$ cat src/rtl/rst_sequencer.sv
// Reset sequencer: synchronises the board reset, holds all domains in reset, then releases
// the reset channels in staggered index order. Also handles software and watchdog resets.
module rst_sequencer #(
  parameter int unsigned NUM_CH      = 4,
  parameter int unsigned SYNC_STAGES = 2,
  parameter int unsigned HOLD_CYCLES = 16,
  parameter int unsigned STAGGER     = 4,
  parameter int unsigned WDT_CYCLES  = 1024
) (
  input  logic              clk,
  input  logic              rst_in,
  input  logic              sw_rst_req,
  input  logic              wdt_en,
  input  logic              wdt_kick,
  output logic [NUM_CH-1:0] rst_n_out,
  output logic              ready,
  output logic [1:0]        rst_cause
);

  localparam int unsigned RelLast = (NUM_CH - 1) * STAGGER;
  localparam int unsigned CntMax  = (HOLD_CYCLES > RelLast + 1) ? HOLD_CYCLES : RelLast + 1;
  localparam int unsigned CntW    = (CntMax > 1) ? $clog2(CntMax) : 1;
  localparam int unsigned WdtW    = $clog2(WDT_CYCLES);

  localparam logic [1:0] CausePor = 2'd0;
  localparam logic [1:0] CauseSw  = 2'd1;
  localparam logic [1:0] CauseWdt = 2'd2;

  typedef enum logic [1:0] {
    StReset,
    StHold,
    StRelease,
    StRun
  } state_e;

  state_e                 state_q;
  logic [SYNC_STAGES-1:0] sync_q;
  logic [CntW-1:0]        cnt_q;
  logic [WdtW-1:0]        wdt_cnt_q;
  logic                   rst_sync;
  logic                   wdt_run;
  logic                   wdt_timeout;
  logic                   int_req;

  // Assertion of rst_in is async; release ripples through the stages.
  always_ff @(posedge clk or negedge rst_in) begin
    if (!rst_in) begin
      sync_q <= '0;
    end else begin
      sync_q <= {sync_q[SYNC_STAGES-2:0], 1'b1};
    end
  end

  assign rst_sync    = sync_q[SYNC_STAGES-1];
  assign wdt_run     = (state_q == StRun) && wdt_en;
  assign wdt_timeout = wdt_run && !wdt_kick && (wdt_cnt_q == WdtW'(WDT_CYCLES - 1));
  // Internal requests are ignored until the synchronised release has been seen.
  assign int_req     = (state_q != StReset) && (sw_rst_req || wdt_timeout);

  always_ff @(posedge clk or negedge rst_in) begin
    if (!rst_in) begin
      state_q   <= StReset;
      cnt_q     <= '0;
      wdt_cnt_q <= '0;
      rst_n_out <= '0;
      ready     <= 1'b0;
      rst_cause <= CausePor;
    end else if (int_req) begin
      state_q   <= StHold;
      cnt_q     <= '0;
      wdt_cnt_q <= '0;
      rst_n_out <= '0;
      ready     <= 1'b0;
      rst_cause <= sw_rst_req ? CauseSw : CauseWdt;
    end else begin
      // Kick has priority over the increment; outside RUN or when disabled it idles at zero.
      if (wdt_run && !wdt_kick) begin
        wdt_cnt_q <= wdt_cnt_q + WdtW'(1);
      end else begin
        wdt_cnt_q <= '0;
      end

      case (state_q)
        StReset: begin
          if (rst_sync) begin
            state_q <= StHold;
            cnt_q   <= '0;
          end
        end
        StHold: begin
          if (cnt_q == CntW'(HOLD_CYCLES - 1)) begin
            state_q <= StRelease;
            cnt_q   <= '0;
          end else begin
            cnt_q <= cnt_q + CntW'(1);
          end
        end
        StRelease: begin
          for (int unsigned k = 0; k < NUM_CH; k++) begin
            if (cnt_q == CntW'(k * STAGGER)) begin
              rst_n_out[k] <= 1'b1;
            end
          end
          if (cnt_q == CntW'(RelLast)) begin
            state_q <= StRun;
          end else begin
            cnt_q <= cnt_q + CntW'(1);
          end
        end
        StRun: begin
          ready <= 1'b1;
        end
        default: begin
          state_q <= StReset;
        end
      endcase
    end
  end

endmodule

$ cat config.mk
export PLATFORM = sky130hd
export DESIGN_NAME = rst_sequencer
export DESIGN_NICKNAME = d
export VERILOG_FILES = /design/src/rtl/rst_sequencer.sv
export SDC_FILE = /design/constraint.sdc
export NUM_CORES = 1
export LEC_CHECK = 0
export ABC_AREA = 1
export BUFFER_PORTS_ARGS = -buffer_cell sky130_fd_sc_hd__buf_2
export CAP_MARGIN = 0
export CORE_MARGIN = 3
export CORE_UTILIZATION = 62
export CTS_CLUSTER_SIZE = 16
export DETAILED_ROUTE_END_ITERATION = 8
export GPL_ROUTABILITY_DRIVEN = 0
export GPL_TIMING_DRIVEN = 0
export HOLD_SLACK_MARGIN = 0.12
export PLACE_DENSITY_LB_ADDON = 0.2
export SLEW_MARGIN = 20
export SYNTH_ARGS = -nofsm -noshare
export SYNTH_HDL_FRONTEND = slang
export SYNTH_SLANG_ARGS = --single-unit
$ cat constraint.sdc
create_clock -name clk -period 4 [get_ports clk]
set_input_delay 0.8 -clock clk [delete_from_list [all_inputs] [get_ports clk]]
set_output_delay 0.8 -clock clk [all_outputs]
set_load 0.02 [all_outputs]
### Word level (Yosys, flattened, before mapping)

Cells that the tools add are included.

* register bits after elaboration: 25
* output and inout port bits: 7
* word-level logic and storage cells: 67

* $add $sub $neg: 2
* equality and inequality tests: 12
* multiplexer cells: 21
* reductions and logical operators: 22

Operators with widths (count)
* $mux W4: 6
* $mux W10: 2
* $reduce_bool A2 Y1: 7
* $eq A4 B4 Y1 const B: 3
* $ne A3 B3 Y1 const B: 4
* $pmux W4 S3: 1
* $add A10 B1 Y10 const B: 1
* $eq A10 B10 Y1 const B: 1
* $mux W2: 5
* $reduce_and A2 Y1: 4
* $mux W1: 6
* $pmux W2 S3: 1
* $add A4 B1 Y4 const B: 1
* $eq A2 B2 Y1 const B: 2
* $eq A4 B3 Y1 const B: 1
* $logic_and A1 B1 Y1: 4
* $logic_not A4 Y1: 1
* $reduce_and A4 Y1: 1
* $reduce_bool A4 Y1: 1
* $reduce_and A3 Y1: 1
* $eq A2 B1 Y1 const B: 1
* $logic_not A2 Y1: 1
* $logic_not A1 Y1: 1
* $logic_or A1 B1 Y1: 1

### Logic depth before layout (Yosys ltp)

* word-level depth: 8
* depth in mapped cells: 10

### Worst setup path after synthesis

OpenSTA, ideal clock, no wires.

* path kind: input to register
* from: input port wdt_en
* to: register rst_cause[1]
* library setup time: 0.119 ns
* arrival: 1.558 ns
* required time: 3.881 ns
* setup slack: 2.323 ns
* stages: 7
* cell sequence: nand2_1 nor2_4 nand4_4 a21oi_4 buf_6 nand2_2 o21a_1

* word-level cells in the longest chain between the ends: 5

RTL lines
* start, declared: line 13 `input logic wdt_en,`
* $logic_and A1 B1 Y1: line 55 `assign wdt_run = (state_q == StRun) && wdt_en;`
* $logic_and A1 B1 Y1 (2 in a row): line 56 `assign wdt_timeout = wdt_run && !wdt_kick && (wdt_cnt_q == WdtW'(WDT_CYCLES - 1));`
* $logic_or A1 B1 Y1: line 58 `assign int_req = (state_q != StReset) && (sw_rst_req || wdt_timeout);`
* $logic_and A1 B1 Y1: line 58
* end signal, assigned: line 67 `rst_cause <= CausePor;`
* end signal, assigned: line 74 `rst_cause <= sw_rst_req ? CauseSw : CauseWdt;`
* end, declared: line 17 `output logic [1:0] rst_cause`

No other way between the ends.
A chain may end at the register's enable or synchronous reset.

### Worst setup path after layout

* from: register state_q[0]
* to: register state_q[1]

* word-level cells in the longest chain between the ends: 8

RTL lines
* start, declared: line 36 `state_e state_q;`
* start signal, assigned: line 62 `state_q <= StReset;`
* start signal, assigned: line 69 `state_q <= StHold;`
* start signal, assigned: line 86 `state_q <= StHold;`
* $eq A2 B2 Y1: line 55
* $logic_and A1 B1 Y1: line 55
* $logic_and A1 B1 Y1 (2 in a row): line 56
* $logic_or A1 B1 Y1: line 58
* $logic_and A1 B1 Y1: line 58
* $ne A3 B3 Y1 (no source line) / $reduce_bool A4 Y1 (equally long branches)
* $reduce_and A4 Y1 (no source line)

Several ways; a longest one is shown, not always the timed one.

==> reports/qor.txt <==
P_sw -> 0.329 mW
Max IR drop VDD -> 0.000365 V
worst skew pair latency -> 0.32 ns
overall routed net length -> 2520 µm
clock power share -> 14.8%
Final Hold Fails -> 0
nets@finish -> 195
number of setup violations in the final report -> 0
Ports -> 12
Peak Freq -> 556 MHz
Die Y-Extent -> 53.6 µm
Pwr Density -> 509 nW/µm²
Seq/Total Area, Yosys -> 44.6%
Clk pin slew, worst setup/hold paths -> 0.14 ns
DR WL/cell -> 12.1 µm
Post-Syn Instances -> 166
via count -> 1,105
Util after Layout -> 74.6%
Hold Path Class -> flop to flop
Root Driver -> clkbuf_4
synth warn -> 0
number of synthesized register bits -> 25
final setup margin -> 2.20 ns
Core Area -> 2040 µm²
# diodes -> 0
pre-CTS WS -> 2.10 ns
grt ovf -> 0
first-pass GRT wire length -> 4680 µm
setup TNS -> 0 ns
drt first pass iters -> 4
Routed Antenna Nets -> 0
CP Class -> flop to flop
combinational power share -> 43.8%
Die ar. -> 2870 µm²
Setup crit start kind -> flop
RSZ-0062 raised after global routing -> no
R2R cell count -> 9
DRC violations left -> 0
FP Rows -> 16
WP data arrival -> 2.06 ns
CTS HTree Levels -> 1
switching part of the total power -> 42.5%
Worst-Margin Slew -> 0.544 ns
CP endpoint kind -> flop
Syn Area/Cell -> 8.46 µm²
critical path peak fanout -> 9
Seq pwr share -> 41.4%
Port Buffer Count -> 11
Vias/cell -> 5.31
Die Wd -> 53.6 µm
total area of sequential cells -> 626 µm²
share of cells above drive strength 1 -> 17.7%
relative slew slack -> 63.7%
internal power -> 0.445 mW
Synth cell types -> 28
Post-Syn Nets -> 179
max-cap violations -> 0
clk buf depth -> 2
CTS Hold Bufs -> 0
total clock sinks -> 25
area of the multi-input gates -> 692 µm²
hold depth -> 0
clock tree from TritonCTS -> yes
leakage power -> 0.773 nW
initial antenna violation count -> 0
largest net degree at the start of global routing -> 26
area grow syn2layout -> 8.47%
Starting Density -> 68.7%
crit share post-route -> 45.0%
vias in the first global route -> 1,111
Iter 0 DRT Violations -> 27
min Tclk post-route -> 1.80 ns
Slew Viols, Final -> 0
hpwl dp -> 1870 µm
TritonCTS Buffers -> 3
outcome -> finished clean
postcts setup bufs -> 0
Req. time, crit path -> 4.26 ns
Clock Skew -> 0.00834 ns
total track usage -> 22.2%
netlist area before placement -> 1400 µm²
Fill cells -> 169
Post-CTS Resized -> 0
-- routing by layer --
metal,track usage [%],part of all wire (%),vias up
li1,-,-,552
met3,2.77,4.8,4
met4,7.23,0.87,0
met1,28.8,46,513
met2,38.2,48,36
met5,0,0,-
-- registers in the layout, indices dropped and copies added, names as in the netlist --
name       flops
cnt_q          4
ready          1
rst_cause      2
rst_n_out      4
state_q        2
sync_q         2
wdt_cnt_q     10
-- critical path, cell delays in order (launching register included) --
cell and delay, ns:
dfrtp_1 0.46, inv_1 0.10, ha_1 0.15, clkbuf_1 0.32
inv_1 0.11, o21ai_0 0.30, nand2_2 0.11, nand2_1 0.09
nand2_1 0.05, nand2_1 0.06
-- power by group through the flow --
stage	sequential [mW]	clock, mW	combinational, mW
floorplan	0.343	0	0.233
global placement	0.322	0	0.320
detailed placement	0.326	0	0.337
CTS	0.320	0.120	0.340
global route	0.327	0.126	0.387
finish	0.320	0.115	0.339
-- cell usage after synthesis (all sizes together) --
library cell | n | area share, %
a21oi | 2 | 1.5
a31oi | 2 | 0.89
a41oi | 1 | 0.62
buf | 2 | 1.3
clkbuf | 1 | 0.27
conb | 1 | 0.27
dfrtp | 25 | 45
ha | 8 | 7.1
inv | 17 | 4.5
nand2 | 46 | 14
nand3 | 14 | 5.0
nand4 | 4 | 2.9
nor2 | 28 | 9.1
nor3 | 2 | 0.71
nor3b | 3 | 1.6
o211ai | 1 | 0.53
o21a | 1 | 0.53
o21ai | 2 | 0.71
or2 | 1 | 0.45
xnor2 | 1 | 0.62
xor2 | 4 | 2.5
-- per-stage QoR --
stage / hold slack (ns) / instances / power, mW / area (µm²)
floorplan: 0.331 / 166 / 0.576 / 1400
global placement: 0.339 / 204 / 0.643 / 1490
detailed placement: 0.340 / 204 / 0.662 / 1490
CTS: 0.374 / 208 / 0.781 / 1520
global route: 0.375 / 208 / 0.840 / 1520
finish: 0.371 / 208 / 0.774 / 1520
-- final cells by class --
class                           instances  area share [%]
Buffer                                  3            1.48
Clock buffer                            3            1.48
Clock inverter                          1           0.493
Inverter                               17            4.19
Multi-Input combinational cell        121            45.4
Sequential cell                        25            41.1
Tap cell                               27            2.22
Timing Repair Buffer                   11            3.62
-- cells by family after synthesis --
logic type | Yosys count | share of synthesized area, %
AO/OA/AOI/OAI | 9 | 4.81
XOR/XNOR | 5 | 3.12
adder cells (fa/ha/maj) | 8 | 7.13
buffers and inverters | 20 | 6.15
flip-flops | 25 | 44.6
other | 1 | 0.267
AND/OR/NAND/NOR | 98 | 34.0
-- cells in the final DEF (no fill, tap or decap) --
master	instances
nand2_1	39
nor2_1	25
dfrtp_1	25
inv_1	15
nand3_1	14
buf_2	11
ha_1	8
nand2_2	5
xor2_1	4
nor2_4	3
nor3b_1	3
nand4_1	3
clkbuf_4	3
inv_2	2
nor3_1	2
o21ai_0	2
nand2_4	2
a31oi_1	2
nand4_4	1
a21oi_4	1
buf_6	1
xnor2_1	1
clkbuf_1	1
buf_4	1
a41oi_1	1
o21a_1	1
or2_2	1
a21oi_1	1
o211ai_1	1
clkinvlp_4	1
conb_1	1
-- worst paths after layout --
path	endpoint	slack [ns]	startpoint
max in group asynchronous	cnt_q[2]$_DFFE_PN0P_	3.19	rst_in
min reg2reg	sync_q[1]$_DFF_PN0_	0.37	sync_q[0]$_DFF_PN0_
min in group asynchronous	wdt_cnt_q[0]$_DFF_PN0_	0.44	rst_in
max	state_q[1]$_DFFE_PN0P_	2.20	state_q[0]$_DFFE_PN0P_
min	sync_q[1]$_DFF_PN0_	0.37	sync_q[0]$_DFF_PN0_
max reg2reg	state_q[1]$_DFFE_PN0P_	2.20	state_q[0]$_DFFE_PN0P_
No activity file was read; power rests on OpenSTA's default activity.
